[src/rtl/lfsr_pkg.sv]
// lfsr_pkg: shared width, feedback tap positions and state type for the 4-bit LFSR.
package lfsr_pkg;
    localparam int LFSR_WIDTH = 4;
    localparam int TAP_A = 0;
    localparam int TAP_B = 1;
    typedef logic [LFSR_WIDTH-1:0] lfsr_state_t;
endpackage

[src/rtl/lfsr_bit_cell.sv]
// lfsr_bit_cell: 2:1 mux (seed bit vs shift-in bit) feeding one async-reset D flip-flop.
module lfsr_bit_cell #(
    parameter logic RST_VAL = 1'b0
) (
    input  logic clk,
    input  logic reset,
    input  logic sel,
    input  logic seed_bit,
    input  logic shift_in,
    output logic q
);
    logic q_d, q_q;
    assign q_d = sel ? seed_bit : shift_in;
    always_ff @(posedge clk or posedge reset)
        if (reset) q_q <= RST_VAL;
        else q_q <= q_d;
    assign q = q_q;
endmodule

[src/rtl/lfsr_struct.sv]
// lfsr_struct: 4-bit Fibonacci LFSR (x^4 + x^3 + 1) with synchronous seed load.
// Define LFSR_LOCKUP_RECOVER_EN to make the all-zero state step to 0001 instead of sticking.
module lfsr_struct
    import lfsr_pkg::*;
#(
    parameter lfsr_state_t RESET_VALUE = 4'b0000
) (
    input  lfsr_state_t seed,
    input  logic        sel,
    input  logic        reset,
    input  logic        clk,
    output lfsr_state_t state
);
    lfsr_state_t state_q, shift_d;
    logic fb;
    assign fb = state_q[TAP_A] ^ state_q[TAP_B];
`ifdef LFSR_LOCKUP_RECOVER_EN
    assign shift_d = {fb, state_q[LFSR_WIDTH-1:1]} | {{(LFSR_WIDTH-1){1'b0}}, state_q == '0};
`else
    assign shift_d = {fb, state_q[LFSR_WIDTH-1:1]};
`endif
    for (genvar g = 0; g < LFSR_WIDTH; g++) begin : g_cell
        lfsr_bit_cell #(.RST_VAL(RESET_VALUE[g])) u_cell (
            .clk     (clk),
            .reset   (reset),
            .sel     (sel),
            .seed_bit(seed[g]),
            .shift_in(shift_d[g]),
            .q       (state_q[g])
        );
    end
    assign state = state_q;
endmodule

[config.mk]
export PLATFORM = sky130hd
export DESIGN_NAME = lfsr_struct
export DESIGN_NICKNAME = d
export VERILOG_FILES = /design/src/rtl/lfsr_pkg.sv /design/src/rtl/lfsr_bit_cell.sv /design/src/rtl/lfsr_struct.sv
export SDC_FILE = /design/constraint.sdc
export NUM_CORES = 1
export LEC_CHECK = 0
export ABC_AREA = 1
export CORE_AREA = 2 2 39 41
export CTS_CLUSTER_DIAMETER = 30
export DETAILED_ROUTE_END_ITERATION = 8
export DIE_AREA = 0 0 41 43
export PLACE_DENSITY = 0.37
export REMOVE_ABC_BUFFERS = 1
export SLEW_MARGIN = 40
export SYNTH_ARGS = -nofsm -noshare
export SYNTH_HDL_FRONTEND = slang
export SYNTH_SLANG_ARGS = --single-unit
[constraint.sdc]
create_clock -name clk -period 0.8 [get_ports clk]
set_input_delay 0.16 -clock clk [delete_from_list [all_inputs] [get_ports clk]]
set_output_delay 0.16 -clock clk [all_outputs]
set_load 0.02 [all_outputs]
Yosys cells after proc, flatten, opt, wreduce, memory -nomap -nowiden
Cells that the tools add are included.
{ "totals": {"register_bits": 4, "in_bits": 7, "out_inout_bits": 4, "word_cells": 9} }
{ "op_classes": {"n_mux": 4, "bitwise": 1} }
{ "op_table": {"columns": ["op", "count"], "rows": [
  ["1-bit two-way mux", 4],
  ["1-bit XOR", 1]
]} }

Depth between registers and ports, before layout
Gate-level depths: netlist of the first run.
{ "logic_depth": {"ltp_word": 2, "mapped_depth": 4, "depth_no_buf": 4} }

Cells and area by module
Synthesis of the first run repeated with hierarchy kept, for this count alone.
{ "hier_totals": {"cells_unflattened": 29, "hier_area_um2": 193.9} }
{ "modules_own_cells": {"columns": ["module", "n_inst", "cells_each", "area_per_inst_um2", "seq_area_each_um2"], "rows": [
  ["lfsr_bit_cell", 4, 6, 43.8, 25.0],
  ["lfsr_struct", 1, 5, 18.8, 0.0]
]} }

Worst setup path before layout of the first run
Ideal clock, no wire load.
{ "synth_path": {"kind": "register -> output", "from": "register g_cell[1].u_cell.q_q", "to": "output port state[1]", "arrival_time_ps": 517, "required_time_ps": 640, "setup_slack_ps": 123, "path_stages_with_launch": 2, "path_buffers": 1, "cell_sequence": "dfrtp_1 -> buf_4"} }
{ "synth_lines": {"columns": ["element", "line", "rtl"], "rows": [
  ["start, declared", "lfsr_bit_cell.sv:12", "logic q_d, q_q;"],
  ["start signal, assigned", "lfsr_bit_cell.sv:16", "else q_q <= q_d;"],
  ["end, declared", "lfsr_struct.sv:12", "output lfsr_state_t state"]
]} }
No word-level cell between the ends.

Worst setup path in the final report of the first run
{ "layout_path": {"from": "register g_cell[3].u_cell.q_q", "to": "output port state[3]"} }
{ "layout_lines": {"columns": ["element", "line"], "rows": [
  ["start, declared", "lfsr_bit_cell.sv:12"],
  ["start signal, assigned", "lfsr_bit_cell.sv:16"]
]} }
No word-level cell between the ends.

==> impl_metrics.toml, run 1 <==
[finish]
fin_cells = 52
n_antenna_cell = 0
n_fill_cell = 152
drive_gt1_frac = 0.333
multi_input_area_um2 = 56.3
nets = 45
largest_reg_flops = 4
regArea_um2 = 100
area_growth_pct = 65.2

[grt]
antenna_found_initial = 0
grt_pass1_vias = 172
grtUsageTotal = 0.0665
grt_pass1_wl_um = 724
grt-ovfl-total = 0
grt_max_degree = 7

[synth]
synthSimpleGateAreaFrac = 0.255
seq_area_frac_synth = 0.497
synthMuxAreaShare = 0
synth_top_cells_by_area = "dfrtp_1 (50%), nand2_1 (20%), buf_4 (15%), inv_1 (5.6%), nand3_2 (5.0%)"
syn_area_per_cell_um2 = 8.06
synth_cells = 25
synthArstFlopShare = 1.00
synthTopCellsByCount = "nand2_1 (11), buf_4 (4), dfrtp_1 (4), inv_1 (3)"
synth_top_family_by_area = "simple AND/OR/NAND/NOR gates"
ys_types = 7
ys_seq_elements = 4
yosysWarnings = 0
synthesis.area_um2 = 201
synth-edff-count = 0
synth_most_common_cell = "nand2_1"
synth_top_area_share = 0.497
synth-compound-area-share = 0.0248
yosysTopAreaCell = "dfrtp_1"
synthAdderAreaFrac = 0
ys.flop_type = "dfrtp_1"
synthXorXnorAreaFrac = 0

[detailed_routing]
drt_drc_violations_left = 0
ant_nets = 0
firstDrtPassIters = 2
vias = 166
drt-vias-per-instance = 3.19
routed_wl_um = 392
drtIter0Drc = 1
wl_per_cell_um = 7.54

[clocking]
clock_path_buffers = 2
hold_buffers = 0
cts.sinks = 4
insertion_delay_ps = 230
cts_tree = "built"
numCtsBuffers = 3
htree_levels = 1
cts_setup_buffers = 0
clk_pin_slew_ps = 30
root_buffer = "clkbuf_4"

[worst_setup_path]
startpoint = "g_cell[3].u_cell.q$_DFF_PP0_"
worst_setup_path_start_kind = "register"
cp_top_family = "flip-flops"
crit_path_max_fanout = 2
path_cells = "buf_6"
crit_path_top_delay_cell = "dfrtp_1"
cpPeakStageDelay_ps = 380
crit_path_end_kind = "primary output"
r2r_start = "g_cell[1].u_cell.q$_DFF_PP0_"
critPathRequiredTime_ps = 640
critical_path_class = "register to primary output"
critPathBufInv = 1
cp.arrival_ps = 750
reg2reg_slack_ps = -20

[power]
power_leakage_nw = 0.175
ir_drop_v = 0.000914
power_density_nw_per_um2 = 1890
switching_power_uw = 153
p_comb_frac = 0.241
switching_share = 0.243
clkPwrFrac = 0.381
intPower_uw = 475
pwr-share-seq = 0.378

[sta]
maxSlewHeadroom = 0.859
slew_violations = 0
tightest_slew_ps = 212
rsz0062_at_grt = "yes"
setup_ws_ps = -109
fin_crit_sh = 1.14
max_freq_mhz = 1100
fin_tns_setup_ps = -442
finalClockSkew_ps = 0.611
finalSetupViolCount = 5
hold_violations = 0
period_needed_ps = 909

[flow_run]
drv_cap = 0

[floorplanning]
initial_core_util = 0.146
die_x_um = 41
dieArea_um2 = 1760
core_region_area_um2 = 1380
core.rowCount = 14
io_pins = 11
dieHeight_um = 43

[placed_design]
portBuffers = 10
gp_congestion = 0.659
place_inst = 49
hpwl_um = 310

[status]
status = "finished, violations left"
violations = "negative setup slack"

[worst_hold_path]
hold_class = "primary input to asynchronous set/reset pin"
per-stage QoR:
step	util	setup WS, ps	hold slack (ps)	total power [mW]	area (µm²)
2_1_floorplan	-	14.2	-73.9	0.294	171
3_3_place_gp	0.222	-294	368	0.387	307
3_5_place_dp	0.222	-292	352	0.386	307
4_1_cts	0.241	-120	112	0.645	333
5_1_grt	0.241	-145	137	0.684	333
6_report	0.241	-109	119	0.628	333
area by class of cell:
cell class / count / area share
timing repair buffer: 12 / 0.357
multi-input combinational: 13 / 0.169
tap: 16 / 0.0602
inverter: 4 / 0.0451
sequential: 4 / 0.301
clock buffer: 3 / 0.0677
worst paths after layout:
check                                                to  cells after the start
hold / removal             g_cell[0].u_cell.q$_DFF_PP0_                      2
hold reg to reg            g_cell[1].u_cell.q$_DFF_PP0_                      2
setup reg to reg           g_cell[3].u_cell.q$_DFF_PP0_                      5
setup / recovery                               state[3]                      1
max in group asynchronous  g_cell[2].u_cell.q$_DFF_PP0_                      2
min in group clk           g_cell[2].u_cell.q$_DFF_PP0_                      3
cell families after synthesis:
logic type / count (synthesis)
simple gates: 12
buf+inv: 8
flops: 4
compound gates: 1
routing by layer:
metal	global-route usage	part of all wire
met4	0.0200	0.026
met2	0.0656	0.31
met5	0	0
met1	0.0879	0.50
met3	0.0785	0.16
cell usage in the layout (no fill, tap or decap):
cell type / instances
nand2_1: 11
clkdlybuf4s50_1: 5
dfrtp_1: 4
buf_6: 4
clkbuf_4: 3
inv_1: 2
inv_2: 2
buf_4: 2
o21ai_0: 1
nand3_2: 1
dlygate4sd2_1: 1
power by group through the flow:
stage / registers, mW / logic (mW) / clock network (mW)
final: 0.238 / 0.151 / 0.239
after global routing: 0.239 / 0.167 / 0.278
after CTS: 0.238 / 0.154 / 0.253
after detailed placement: 0.236 / 0.150 / 0
after global placement: 0.235 / 0.151 / 0
after floorplan: 0.262 / 0.0318 / 0
repair_timing:
| action | 4_1_cts | 5_1_grt |
|---|---|---|
| pin swaps | 1 | 0 |
| gates resized for setup | 26 | 0 |
| setup endpoints to repair | 7 | 5 |
| gates cloned | 0 | 0 |
| hold endpoints to repair | 0 | 0 |
(Power assumes the default switching activity.)
==> run 2, diff against run 1 <==
--- a/config.mk
+++ b/config.mk
@@ -10,7 +10,6 @@
 export CTS_CLUSTER_DIAMETER = 30
 export DETAILED_ROUTE_END_ITERATION = 8
 export DIE_AREA = 0 0 41 43
-export PLACE_DENSITY = 0.37
 export REMOVE_ABC_BUFFERS = 1
 export SLEW_MARGIN = 40
 export SYNTH_ARGS = -nofsm -noshare
==> impl_metrics.toml, run 2 (same netlist as run 1, synthesis figures left out) <==
[floorplanning]
dieArea_um2 = 1760
io_pins = 11
core_region_area_um2 = 1380
core.rowCount = 14
die_x_um = 41
initial_core_util = 0.146
dieHeight_um = 43

[worst_setup_path]
critical_path_class = "register to primary output"
critPathRequiredTime_ps = 640
crit_path_max_fanout = 2
crit_path_top_delay_cell = "dfrtp_1"
cp.arrival_ps = 750
path_cells = "buf_6"
cp_top_family = "flip-flops"
cpPeakStageDelay_ps = 390
worst_setup_path_start_kind = "register"
crit_path_end_kind = "primary output"
critPathBufInv = 1

[finish]
utilization = 0.241
n_fill_cell = 160
largest_reg_flops = 4
area_growth_pct = 65.2
drive_gt1_frac = 0.333
regArea_um2 = 100
layout_common_cells = "nand2_1 (11), clkdlybuf4s50_1 (5), dfrtp_1 (4), buf_6 (4), clkbuf_4 (3)"
multi_input_area_um2 = 56.3
final_common_cell = "nand2_1"
n_antenna_cell = 0
nets = 45

[sta]
max_freq_mhz = 1090
slew_violations = 0
hold_violations = 0
maxSlewHeadroom = 0.857
fin_tns_setup_ps = -479
finalSetupViolCount = 5
fin_crit_sh = 1.14
tightest_slew_ps = 214
rsz0062_at_grt = "yes"
finalClockSkew_ps = 5.49
period_needed_ps = 914
setup_ws_ps = -114

[clocking]
htree_levels = 1
cts.sinks = 4
insertion_delay_ps = 240
cts_tree = "built"
clk_pin_slew_ps = 40
clock_path_buffers = 2
numCtsBuffers = 3
root_buffer = "clkbuf_4"

[detailed_routing]
drtIter0Drc = 1
drt-vias-per-instance = 3.23
vias = 168
wl_per_cell_um = 7.85
firstDrtPassIters = 2
drt_drc_violations_left = 0
routed_wl_um = 408
ant_nets = 0

[placed_design]
preCtsSetupSlack_ps = -305
gp_congestion = 0.630
portBuffers = 10

[flow_run]
drv_cap = 0

[grt]
antenna_found_initial = 0
grt_pass1_wl_um = 648
grt_pass1_vias = 155
grtUsageTotal = 0.0643
grt_max_degree = 7
grt-ovfl-total = 0

[power]
ir_drop_v = 0.000455
p_total_uw = 643
power_leakage_nw = 0.175
power_density_nw_per_um2 = 1930

[worst_hold_path]
hold_class = "primary input to asynchronous set/reset pin"

[status]
violations = "negative setup slack"
status = "finished, violations left"
[run 2: cell counts in the layout (fill, tap and decap cells not counted)]
Identical to the previous run, type by type.
[run 2: layer usage]
metal  track usage  wire (µm)  up-vias
met5             0          0        -
met4        0.0400          0        0
met3        0.0681         43        0
met2        0.0906        199       11
met1        0.0514        166       65
li1              -          -       92
[run 2: final cells by class]
type,count,share of cell area
inverters,4,0.0451
multi-input cells,13,0.169
flip-flops and latches,4,0.301
repair buffers,12,0.357
well taps,16,0.0602
clock buffers,3,0.0677
[run 2: stage by stage]
stage / std cells / hold slack (ps) / cell area (µm²)
global placement: 49 / 360 / 307
floorplan: 21 / -73.9 / 171
CTS: 52 / 117 / 333
global route: 52 / 124 / 333
finish: 52 / 118 / 333
detailed placement: 49 / 364 / 307
[run 2: final timing paths]
kind,from,endpoint,slack [ps],depth (start not counted)
setup reg to reg,g_cell[0].u_cell.q$_DFF_PP0_,g_cell[3].u_cell.q$_DFF_PP0_,-30,5
min in group clk,sel,g_cell[0].u_cell.q$_DFF_PP0_,370,2
setup / recovery,g_cell[3].u_cell.q$_DFF_PP0_,state[3],-110,1
max in group asynchronous,reset,g_cell[1].u_cell.q$_DFF_PP0_,520,2
hold reg to reg,g_cell[3].u_cell.q$_DFF_PP0_,g_cell[2].u_cell.q$_DFF_PP0_,500,2
hold / removal,reset,g_cell[2].u_cell.q$_DFF_PP0_,120,2
[run 2: repair_timing]
action                     CTS  global route
setup endpoints to repair    6             6
hold buffers                 0             0
buffers inserted             0             0
gates resized for setup     26             1
[run 2: power by group]
group          internal [mW]  total [mW]  switching (mW)
clock                  0.168       0.253          0.0853
sequential             0.223       0.238          0.0143
combinational         0.0849       0.152          0.0674
